File: config.mk
export PLATFORM = sky130hd
export DESIGN_NAME = store_buffer_flat
export DESIGN_NICKNAME = d
export VERILOG_FILES = /design/src/rtl/lsu_pkg.sv /design/src/rtl/store_buffer_if.sv /design/src/rtl/sb_youngest_match.sv /design/src/rtl/store_buffer.sv /design/src/flat_wrapper.sv
export SDC_FILE = /design/constraint.sdc
export NUM_CORES = 1
export LEC_CHECK = 0
export BUFFER_PORTS_ARGS = -buffer_cell sky130_fd_sc_hd__buf_2
export CORE_ASPECT_RATIO = 0.7
export CORE_MARGIN = 2
export CORE_UTILIZATION = 60
export DETAILED_ROUTE_END_ITERATION = 12
export PLACE_DENSITY = 0.81
export SETUP_SLACK_MARGIN = 0.5
export SLEW_MARGIN = 5
export SYNTH_ARGS = -nofsm -noshare
export SYNTH_HDL_FRONTEND = slang
export SYNTH_SLANG_ARGS = --single-unit
File: constraint.sdc
create_clock -name clock -period 10 [get_ports clock]
set_input_delay 0.5 -clock clock [delete_from_list [all_inputs] [get_ports clock]]
set_output_delay 0.5 -clock clock [all_outputs]
set_load 0.02 [all_outputs]
File: src/rtl/lsu_pkg.sv
// Shared load/store unit types: store-buffer entry layout and default sizes.
package lsu_pkg;

  localparam int unsigned SB_DEPTH  = 4;
  localparam int unsigned SB_DATA_W = 64;
  localparam int unsigned SB_ADDR_W = 64;

  // One buffered store: word address and the data to write there.
  typedef struct packed {
    logic [SB_ADDR_W-1:0] addr;
    logic [SB_DATA_W-1:0] data;
  } sb_entry_t;

endpackage

File: src/rtl/store_buffer_if.sv
// Pipeline-side store and load handshake between the MEM stage and the store buffer.
interface store_buffer_if
  import lsu_pkg::*;
#(
  parameter int unsigned ADDR_W = SB_ADDR_W,
  parameter int unsigned DATA_W = SB_DATA_W
);

  logic              st_valid;
  logic              st_ready;
  logic [ADDR_W-1:0] st_addr;
  logic [DATA_W-1:0] st_data;
  logic              ld_valid;
  logic              ld_ready;
  logic [ADDR_W-1:0] ld_addr;
  logic [DATA_W-1:0] ld_data;

  // Pipeline side issues requests.
  modport master (
    output st_valid, st_addr, st_data, ld_valid, ld_addr,
    input  st_ready, ld_ready, ld_data
  );

  // Store buffer side answers them.
  modport slave (
    input  st_valid, st_addr, st_data, ld_valid, ld_addr,
    output st_ready, ld_ready, ld_data
  );

endinterface

File: src/rtl/sb_youngest_match.sv
// Finds the youngest occupied store-buffer slot whose address equals addr.
module sb_youngest_match
  import lsu_pkg::*;
#(
  parameter  int unsigned DEPTH = SB_DEPTH,
  localparam int unsigned PTR_W = $clog2(DEPTH)
) (
  input  sb_entry_t            entries [DEPTH],
  input  logic [DEPTH-1:0]     valid,
  input  logic [PTR_W-1:0]     head,
  input  logic [PTR_W-1:0]     tail,
  input  logic [SB_ADDR_W-1:0] addr,
  output logic                 hit_c,
  output logic [PTR_W-1:0]     idx_c
);

  // Walk back from tail-1 (youngest); the first match wins, and the walk ends at head.
  always_comb begin
    logic [PTR_W-1:0] slot;
    logic             done;
    hit_c = 1'b0;
    idx_c = '0;
    slot  = '0;
    done  = 1'b0;
    for (int unsigned k = 1; k <= DEPTH; k++) begin
      slot = tail - PTR_W'(k);
      if (!done && !hit_c && valid[slot] && (entries[slot].addr == addr)) begin
        hit_c = 1'b1;
        idx_c = slot;
      end
      if (slot == head) begin
        done = 1'b1;
      end
    end
  end

endmodule

File: src/rtl/store_buffer.sv
// In-order store buffer in front of a single-port DataMemory. Loads own the port;
// buffered stores retire whenever no load is using it.
// Build option STORE_FORWARD_EN: forward the youngest matching store to the load.
// Without it, a load to a buffered address stalls until that address has drained.
module store_buffer
  import lsu_pkg::*;
#(
  parameter  int unsigned DEPTH        = SB_DEPTH,
  parameter  int unsigned dataWidth    = SB_DATA_W,
  parameter  int unsigned addressWidth = SB_ADDR_W,
  localparam int unsigned PTR_W        = $clog2(DEPTH),
  localparam int unsigned CNT_W        = PTR_W + 1
) (
  input  logic                    clock,
  input  logic                    reset,
  store_buffer_if.slave           pipe,
  output logic [addressWidth-1:0] mem_address,
  output logic [dataWidth-1:0]    mem_write_data,
  output logic                    mem_write,
  output logic                    mem_read,
  input  logic [dataWidth-1:0]    mem_read_data,
  output logic                    sb_empty,
  output logic [CNT_W-1:0]        sb_count
);

  sb_entry_t            entries_q [DEPTH];
  sb_entry_t            entries_d [DEPTH];
  logic [PTR_W-1:0]     head_q, head_d;
  logic [PTR_W-1:0]     tail_q, tail_d;
  logic [CNT_W-1:0]     count_q, count_d;
  logic [DEPTH-1:0]     valid;
  logic [SB_ADDR_W-1:0] ld_addr_w;
  logic                 match_hit;
  logic [PTR_W-1:0]     match_idx;
  logic                 ld_fire;
  logic                 drain;
  logic                 enq;

  // Occupied slots are the count_q entries starting at head_q (full when head == tail).
  always_comb begin
    logic [PTR_W-1:0] age;
    valid     = '0;
    age       = '0;
    ld_addr_w = SB_ADDR_W'(pipe.ld_addr);
    for (int unsigned i = 0; i < DEPTH; i++) begin
      age      = PTR_W'(i) - head_q;
      valid[i] = ({1'b0, age} < count_q);
    end
  end

  sb_youngest_match #(
    .DEPTH (DEPTH)
  ) u_match (
    .entries (entries_q),
    .valid   (valid),
    .head    (head_q),
    .tail    (tail_q),
    .addr    (ld_addr_w),
    .hit_c   (match_hit),
    .idx_c   (match_idx)
  );

  // Port arbitration, load result and FIFO next state.
  always_comb begin
    entries_d      = entries_q;
    head_d         = head_q;
    tail_d         = tail_q;
    count_d        = count_q;
    pipe.st_ready  = 1'b0;
    pipe.ld_ready  = 1'b0;
    pipe.ld_data   = mem_read_data;
    mem_address    = '0;
    mem_write_data = '0;
    mem_write      = 1'b0;
    mem_read       = 1'b0;
    ld_fire        = 1'b0;
    drain          = 1'b0;
    enq            = 1'b0;

    // Space is judged on registered occupancy only; a same-cycle drain does not help.
    pipe.st_ready = !reset && (count_q < CNT_W'(DEPTH));
`ifdef STORE_FORWARD_EN
    pipe.ld_ready = !reset;
    if (match_hit) begin
      pipe.ld_data = dataWidth'(entries_q[match_idx].data);
    end
`else
    pipe.ld_ready = !reset && !match_hit;
`endif

    ld_fire = pipe.ld_valid && pipe.ld_ready;
    drain   = !reset && !ld_fire && (count_q != '0);
    enq     = pipe.st_valid && pipe.st_ready;

    if (ld_fire) begin
      mem_read    = 1'b1;
      mem_address = addressWidth'(pipe.ld_addr);
    end else if (drain) begin
      mem_write      = 1'b1;
      mem_address    = addressWidth'(entries_q[head_q].addr);
      mem_write_data = dataWidth'(entries_q[head_q].data);
    end

    if (enq) begin
      entries_d[tail_q].addr = SB_ADDR_W'(pipe.st_addr);
      entries_d[tail_q].data = SB_DATA_W'(pipe.st_data);
      tail_d                 = tail_q + PTR_W'(1);
    end
    if (drain) begin
      head_d = head_q + PTR_W'(1);
    end
    count_d = count_q + CNT_W'(enq) - CNT_W'(drain);
  end

  // FIFO pointers and occupancy; reset discards all pending stores.
  always_ff @(posedge clock) begin
    if (reset) begin
      head_q  <= '0;
      tail_q  <= '0;
      count_q <= '0;
    end else begin
      head_q  <= head_d;
      tail_q  <= tail_d;
      count_q <= count_d;
    end
  end

  // Entry storage; only slots covered by count_q are ever read, so no reset needed.
  always_ff @(posedge clock) begin
    entries_q <= entries_d;
  end

  // Status straight from registered occupancy.
  always_comb begin
    sb_empty = (count_q == '0);
    sb_count = count_q;
  end

endmodule

File: src/flat_wrapper.sv
// flat-port wrapper written by rule: the top's interface ports become plain ports
module store_buffer_flat import lsu_pkg::*;
#(
  parameter  int unsigned DEPTH        = SB_DEPTH,
  parameter  int unsigned dataWidth    = SB_DATA_W,
  parameter  int unsigned addressWidth = SB_ADDR_W,
  localparam int unsigned PTR_W        = $clog2(DEPTH),
  localparam int unsigned CNT_W        = PTR_W + 1
)
  (clock, reset, mem_address, mem_write_data, mem_write, mem_read, mem_read_data, sb_empty, sb_count, pipe_st_valid, pipe_st_addr, pipe_st_data, pipe_ld_valid, pipe_ld_addr, pipe_st_ready, pipe_ld_ready, pipe_ld_data);
  store_buffer_if #(.ADDR_W((64)), .DATA_W((64))) pipe_i ();
  input  logic clock;
  input  logic reset;
  output logic [addressWidth-1:0] mem_address;
  output logic [dataWidth-1:0] mem_write_data;
  output logic mem_write;
  output logic mem_read;
  input  logic [dataWidth-1:0] mem_read_data;
  output logic sb_empty;
  output logic [CNT_W-1:0] sb_count;
  input wire logic [$bits(pipe_i.st_valid)-1:0] pipe_st_valid;
  input wire logic [$bits(pipe_i.st_addr)-1:0] pipe_st_addr;
  input wire logic [$bits(pipe_i.st_data)-1:0] pipe_st_data;
  input wire logic [$bits(pipe_i.ld_valid)-1:0] pipe_ld_valid;
  input wire logic [$bits(pipe_i.ld_addr)-1:0] pipe_ld_addr;
  output wire logic [$bits(pipe_i.st_ready)-1:0] pipe_st_ready;
  output wire logic [$bits(pipe_i.ld_ready)-1:0] pipe_ld_ready;
  output wire logic [$bits(pipe_i.ld_data)-1:0] pipe_ld_data;
  assign pipe_i.st_valid = pipe_st_valid;
  assign pipe_i.st_addr = pipe_st_addr;
  assign pipe_i.st_data = pipe_st_data;
  assign pipe_i.ld_valid = pipe_ld_valid;
  assign pipe_i.ld_addr = pipe_ld_addr;
  assign pipe_st_ready = pipe_i.st_ready;
  assign pipe_ld_ready = pipe_i.ld_ready;
  assign pipe_ld_data = pipe_i.ld_data;
  store_buffer #(.DEPTH(DEPTH), .dataWidth(dataWidth), .addressWidth(addressWidth)) u_core (.clock(clock), .reset(reset), .pipe(pipe_i), .mem_address(mem_address), .mem_write_data(mem_write_data), .mem_write(mem_write), .mem_read(mem_read), .mem_read_data(mem_read_data), .sb_empty(sb_empty), .sb_count(sb_count));
endmodule
### After elaboration in Yosys (flattened, before gate mapping)

Cells that the tools add are included.

| cells by class | value |
|---|---|
| bitwise gates (word level) | 5 |
| reductions and logical operators | 28 |
| eq/ne operators | 7 |
| magnitude comparators | 15 |
| muxes and demuxes | 43 |
| $add $sub $neg | 11 |

Operator list:

| operator | number |
|---|---|
| $mux W128 | 11 |
| $bmux W128 S2 | 5 |
| $bwmux W512 | 2 |
| $demux W128 S2 | 2 |
| $mux W64 | 5 |
| $eq A64 B64 Y1 | 4 |
| $logic_and A1 B1 Y1 | 17 |
| $ge A3 B3 Y1 const B | 5 |
| $not A2 Y3 | 5 |
| $mux W1 | 14 |
| $lt A2 B3 Y1 | 4 |
| $lt A2 B3 Y1 const B | 4 |
| $logic_not A1 Y1 | 9 |
| $bmux W1 S2 | 4 |
| $eq A2 B2 Y1 | 3 |
| $add A2 B1 Y2 const B | 2 |
| $sub A1 B2 Y2 const A | 2 |
| $sub A2 B2 Y2 const A | 2 |
| $sub A2 B2 Y2 const B | 2 |
| $add A3 B1 Y3 | 1 |
| $logic_not A3 Y1 | 1 |
| $lt A3 B1 Y1 const B | 1 |
| $lt A3 B3 Y1 const B | 1 |
| $reduce_bool A3 Y1 | 1 |
| 2 further kinds | 2 |

| storage, ports and cells | value |
|---|---|
| output and inout bits | 200 |
| bits of input ports | 260 |
| word-level logic and storage cells | 120 |
| register bits after elaboration | 519 |

### Logic depth before layout (Yosys ltp)

| logic depth | value |
|---|---|
| depth in word-level cells | 31 |
| depth in mapped cells | 25 |
| depth with buffers taken out | 17 |

### Modules after synthesis

From an unflattened synthesis, not the netlist that was laid out.

| unflattened totals | value |
|---|---|
| cells, all modules | 2293 |
| area, all modules | 32398.6 um2 |

By module, submodules not included:

| module | cells each | area an instance (um2) | sequential area each (um2) | times used |
|---|---|---|---|---|
| store_buffer | 1234 | 22321.4 | 15514.9 | 1 |
| sb_youngest_match | 1059 | 10077.2 | 0.0 | 1 |

### Worst setup path after synthesis

No wires, ideal clock.

| path | value |
|---|---|
| path kind | flip-flop to flip-flop |
| from | reg, netlist name u_core.tail_q[1] |
| to | reg u_core.entries_q[256] (netlist name) (enable) |
| required time | 9497 ps |
| stages on the path, launching flop included | 8 |
| buffers on the path | 4 |
| library setup time | 503 ps |
| period minus slack after synthesis | 5318 ps |
| setup slack | 4682 ps |
| data arrival time | 4815 ps |
| cells stage by stage | dfxtp_1 buf_2 inv_2 buf_1 clkbuf_1 ha_1 clkbuf_1 and3_1 |

RTL lines:

| element | RTL line | source |
|---|---|---|
| to (signal assigned) | store_buffer.sv:130 | `entries_q <= entries_d;` |
| to (decl) | store_buffer.sv:26 | `sb_entry_t entries_q [DEPTH];` |

### Worst setup path after layout

| path | value |
|---|---|
| from | reg u_core.tail_q[0] |
| to | out mem_address[51] |

| between the ends | value |
|---|---|
| longest elaborated chain between the ends | 31 |
| elaborated cells between the ends (all ways) | 65 |
| classes of those cells | add/sub (3); eq/ne (7); mux (29); bitwise (4); reduce/logical (22) |

RTL lines:

| element | RTL line | source |
|---|---|---|
| from (decl) | store_buffer.sv:29 | `logic [PTR_W-1:0] tail_q, tail_d;` |
| from (signal assigned) | store_buffer.sv:123 | `tail_q <= tail_d;` |
| $sub A2 B1 Y2 | sb_youngest_match.sv:26 | `slot = tail - PTR_W'(k);` |
| $not A2 Y3 (not written as such) | sb_youngest_match.sv:27 | `if (!done && !hit_c && valid[slot] && (entries[slot].addr == addr)) begin` |
| $bmux W128 S2 | sb_youngest_match.sv:27 |  |
| $mux W128 (not written as such) (2 in a row) | sb_youngest_match.sv:27 |  |
| $eq A64 B64 Y1 | sb_youngest_match.sv:27 |  |
| $logic_and A1 B1 Y1 | sb_youngest_match.sv:27 |  |
| $mux W1 | sb_youngest_match.sv:27 |  |
| $logic_not A1 Y1 | sb_youngest_match.sv:27 |  |
| (+13 left out) | n/a |  |
| $mux W1 (*) | sb_youngest_match.sv:27 |  |
| $logic_not A1 Y1 (*) | store_buffer.sv:88 | `pipe.ld_ready = !reset && !match_hit;` |
| $logic_and A1 B1 Y1 (*) | store_buffer.sv:88 |  |
| $logic_and A1 B1 Y1 (*) | store_buffer.sv:91 | `ld_fire = pipe.ld_valid && pipe.ld_ready;` |
| $logic_not A1 Y1 | store_buffer.sv:92 | `drain = !reset && !ld_fire && (count_q != '0);` |
| $logic_and A1 B1 Y1 (2 in a row) | store_buffer.sv:92 |  |
| $mux W64 | store_buffer.sv:98 | `end else if (drain) begin` |
| $mux W64 (*) | store_buffer.sv:95 | `if (ld_fire) begin` |
| to (decl) | flat_wrapper.sv:14 | `output logic [addressWidth-1:0] mem_address;` |

Mark *: on every way between the ends. The rest lies on a longest branch, timed or not. The select of a mux whose other input is x is not followed.

==> results.py <==
metrics = {
    "outcome": {
        "outcome": "finished, final reports clean",
    },
    "pwr": {
        "p_leak_nw": 12.5,
        "power-per-cell-area_nw_per_um2": 211,
        "ir_drop_v": 0.000199,
        "p_total_w": 0.00755,
    },
    "clock_network": {
        "hold_buffers": 0,
        "h-tree-depth": 2,
        "clockBufferDepth": 3,
        "cts_tree": "built",
        "post_cts_buffers": 0,
        "cts.clk_slew.worst_paths_ns": 0.06,
        "clk_latency_ns": 0.62,
        "clock-sinks": 519,
        "cts_root_buf": "clkbuf_16",
        "postCtsResizedCells": 0,
        "cts_made_buffers": 50,
    },
    "sta": {
        "slew_violations": 0,
        "hold_violations": 0,
        "maxSlewHeadroom": 0.198,
        "period_minus_slack_ns": 8.41,
        "clock.fmax_mhz": 119,
        "setup-tns-final_ns": 0,
        "clock_skew_ns": 0.0212,
        "timing.final.crit_share": 0.841,
        "rsz0062_at_grt": "false",
        "setup_violations": 0,
        "tightestPinTransition_ns": 1.19,
    },
    "critical_path": {
        "crit_fanout": 55,
        "crit-reg2reg-launch": "u_core.tail_q[0]",
        "cp-start-kind": "register",
        "cp.arrival_ns": 7.91,
        "path_class": "reg -> out",
        "crit_required_ns": 9.50,
        "worstRegToRegCells": 18,
        "reg2reg_slack_ns": 3.12,
        "critPathCaptureType": "output pin",
        "r2r_end": "u_core.sb_count[2]",
    },
    "placed_design": {
        "gp_congestion": 1.05,
        "port_buffers": 331,
        "hpwl_um": 75400,
        "placed_cell_area_sq_um": 34100,
    },
    "worst_hold_path": {
        "min_from": "pipe_st_addr[26]",
        "hold_path_end": "u_core.entries_q[474]",
        "min_path_type": "in -> reg",
        "min_path_cells": 1,
    },
    "routing": {
        "ant_nets": 0,
        "routed-wl-met2_um": 47100,
        "routed.top_layer": "met5",
        "vias": 22700,
        "firstDrtPassIters": 8,
        "wl_um": 107000,
        "drt-met1-wl_um": 42700,
        "wl_per_cell_um": 32.7,
        "drt_first_iter_violations": 3296,
        "via_per_inst": 6.97,
        "route.met3.wl_um": 14100,
        "drc": 0,
    },
    "floorplan": {
        "coreArea_sq_um": 53800,
        "io_pins": 460,
        "die_w_um": 283,
        "rows": 71,
        "start_util": 0.609,
        "fp.dieH_um": 200,
        "die-area_sq_um": 56500,
    },
    "flow_run": {
        "max_cap_violations": 0,
    },
    "logic_synthesis": {
        "synth_top_area_frac": 0.469,
        "seq_area_frac_synth": 0.474,
        "netlist_instances": 2296,
        "synth_warnings": 0,
        "async_flop_share": 0,
        "ys_types": 72,
        "ys_ff_latch": 519,
        "syn_avg_cell_area_sq_um": 14.3,
        "yosysTopAreaCell": "edfxtp_1",
        "synthTopCellsByArea": "edfxtp_1 47%, mux4_2 21%, and2_1 6.1%, mux2i_1 6.0%, xnor2_1 4.9%",
        "synth_nets": 2566,
        "synth.cell_area_sq_um": 32800,
        "synth_ff_type": "edfxtp_1",
        "synth_edf_count": 512,
    },
    "global_route": {
        "antenna_found_initial": 19,
        "grt_max_degree": 140,
        "grt_pass1_vias": 21700,
        "grt_use_total": 0.376,
        "grt_overflow_total": 0,
        "grt_pass1_wl_um": 153000,
    },
    "cells_and_area": {
        "final_layout_size_suffix_gt1_frac": 0.312,
        "final_util": 0.664,
        "syn2layout_area_growth_pct": 9.10,
        "final_design_area_no_fill_sq_um": 35700,
        "final_nets": 2742,
        "multiInputGateArea_sq_um": 15500,
        "fillers": 3919,
        "regArea_sq_um": 15500,
    },
}
Yosys cell counts, types with 8 or more instances:
| library cell | instances |
|---|---|
| a21oi_1 | 17 |
| a221oi_1 | 15 |
| and2_1 | 322 |
| buf_1 | 18 |
| buf_2 | 15 |
| buf_4 | 79 |
| buf_6 | 29 |
| buf_8 | 9 |
| clkbuf_1 | 82 |
| edfxtp_1 | 512 |
| ha_1 | 9 |
| inv_1 | 74 |
| mux2_2 | 33 |
| mux2i_1 | 198 |
| mux4_2 | 302 |
| nand2_1 | 96 |
| nand3_1 | 21 |
| nand4_1 | 29 |
| nor2_1 | 35 |
| nor4_1 | 27 |
| o2111ai_1 | 16 |
| o211ai_1 | 8 |
| o21ai_0 | 12 |
| o22ai_1 | 20 |
| o2bb2ai_1 | 13 |
| or4_1 | 10 |
| xnor2_1 | 182 |
how the worst max path moves through the flow:
stage | cells after the start | endpoint | slack, ns | startpoint
floorplan | 7 | u_core.entries_q[256] | 4.68 | u_core.tail_q[1]
global placement | 14 | mem_address[56] | 2.87 | u_core.tail_q[0]
CTS | 14 | mem_address[51] | 1.95 | u_core.tail_q[0]
detailed placement | 14 | mem_address[56] | 2.62 | u_core.tail_q[0]
global route | 14 | mem_address[51] | 1.57 | u_core.tail_q[0]
finish | 14 | mem_address[51] | 1.59 | u_core.tail_q[0]
final cells by class:
type | instances | area share
antenna | 15 | 0.00105
clock buffer | 59 | 0.0365
clock inverter | 35 | 0.00819
inverter | 77 | 0.00809
multi-input combinational | 1467 | 0.433
sequential | 519 | 0.434
tap | 730 | 0.0256
timing repair buffer | 357 | 0.0529
sequential cells by signal (all words and copies together), names as in the netlist:
signal	cells
u_core.entries_q	512
u_core.sb_count	3
u_core.head_q	2
u_core.tail_q	2
routing by layer:
metal | up-vias | track usage
li1 | 9242 | -
met1 | 11700 | 0.557
met2 | 1606 | 0.546
met3 | 162 | 0.114
met4 | 10 | 0.0937
met5 | - | 0
logic make-up after synthesis:
| kind of cell | synth area share |
|---|---|
| muxes | 0.279 |
| adders and majority gates | 0.00405 |
| buffers and inverters | 0.0554 |
| xor gates and xnor gates | 0.0491 |
| and+or+nand+nor | 0.101 |
| AOI/OAI and AO/OA | 0.0379 |
| DFF | 0.474 |
worst max-delay path, cell delays in order (launching register included):
cell and delay [ns]:
dfxtp_4 0.81, inv_1 0.33, ha_4 0.90, buf_4 0.49, mux4_2 0.37, xnor2_1 0.14
nor4_1 0.75, nand4_1 0.28, or3_1 0.46, nor4b_1 0.51, nor4_1 0.23, nand3_4 0.83
buf_4 0.52, mux2i_1 0.28, buf_2 0.21
power by group:
| part | switching (W) | leakage (nW) | internal (W) |
|---|---|---|---|
| logic | 0.00171 | 6.83 | 0.00127 |
| clock network | 0.000852 | 0.780 | 0.00102 |
| registers | 0.000160 | 4.84 | 0.00253 |
| total | 0.00272 | 12.5 | 0.00483 |
cells in the final DEF (no fill, tap or decap), types with 8 or more instances in the layout:
master | netlist | layout
nand2_1 | 96 | 96
mux2i_1 | 198 | 198
mux2_2 | 33 | 33
diode_2 | 0 | 15
o22ai_1 | 20 | 20
nand3_1 | 21 | 21
clkinv_2 | 0 | 12
clkinv_1 | 1 | 16
and2_1 | 322 | 322
xnor2_1 | 182 | 182
clkbuf_16 | 0 | 51
o21ai_0 | 12 | 12
buf_2 | 15 | 331
clkbuf_1 | 82 | 8
edfxtp_1 | 512 | 512
a221oi_1 | 15 | 15
buf_4 | 79 | 23
a21oi_1 | 17 | 17
o2bb2ai_1 | 13 | 13
mux4_2 | 302 | 302
o211ai_1 | 8 | 8
o2111ai_1 | 16 | 16
nand4_1 | 29 | 29
nor4_1 | 27 | 27
nor2_1 | 35 | 34
or4_1 | 10 | 10
inv_1 | 74 | 74
stage by stage:
stage	cells	hold slack, ns	setup slack [ns]
after floorplan	2296	0.599	4.68
after global placement	3150	0.686	2.87
after detailed placement	3150	0.715	2.62
after CTS	3244	0.0774	1.95
after global routing	3256	0.0884	1.57
final	3259	0.0879	1.59
(Power assumes the default switching activity.)
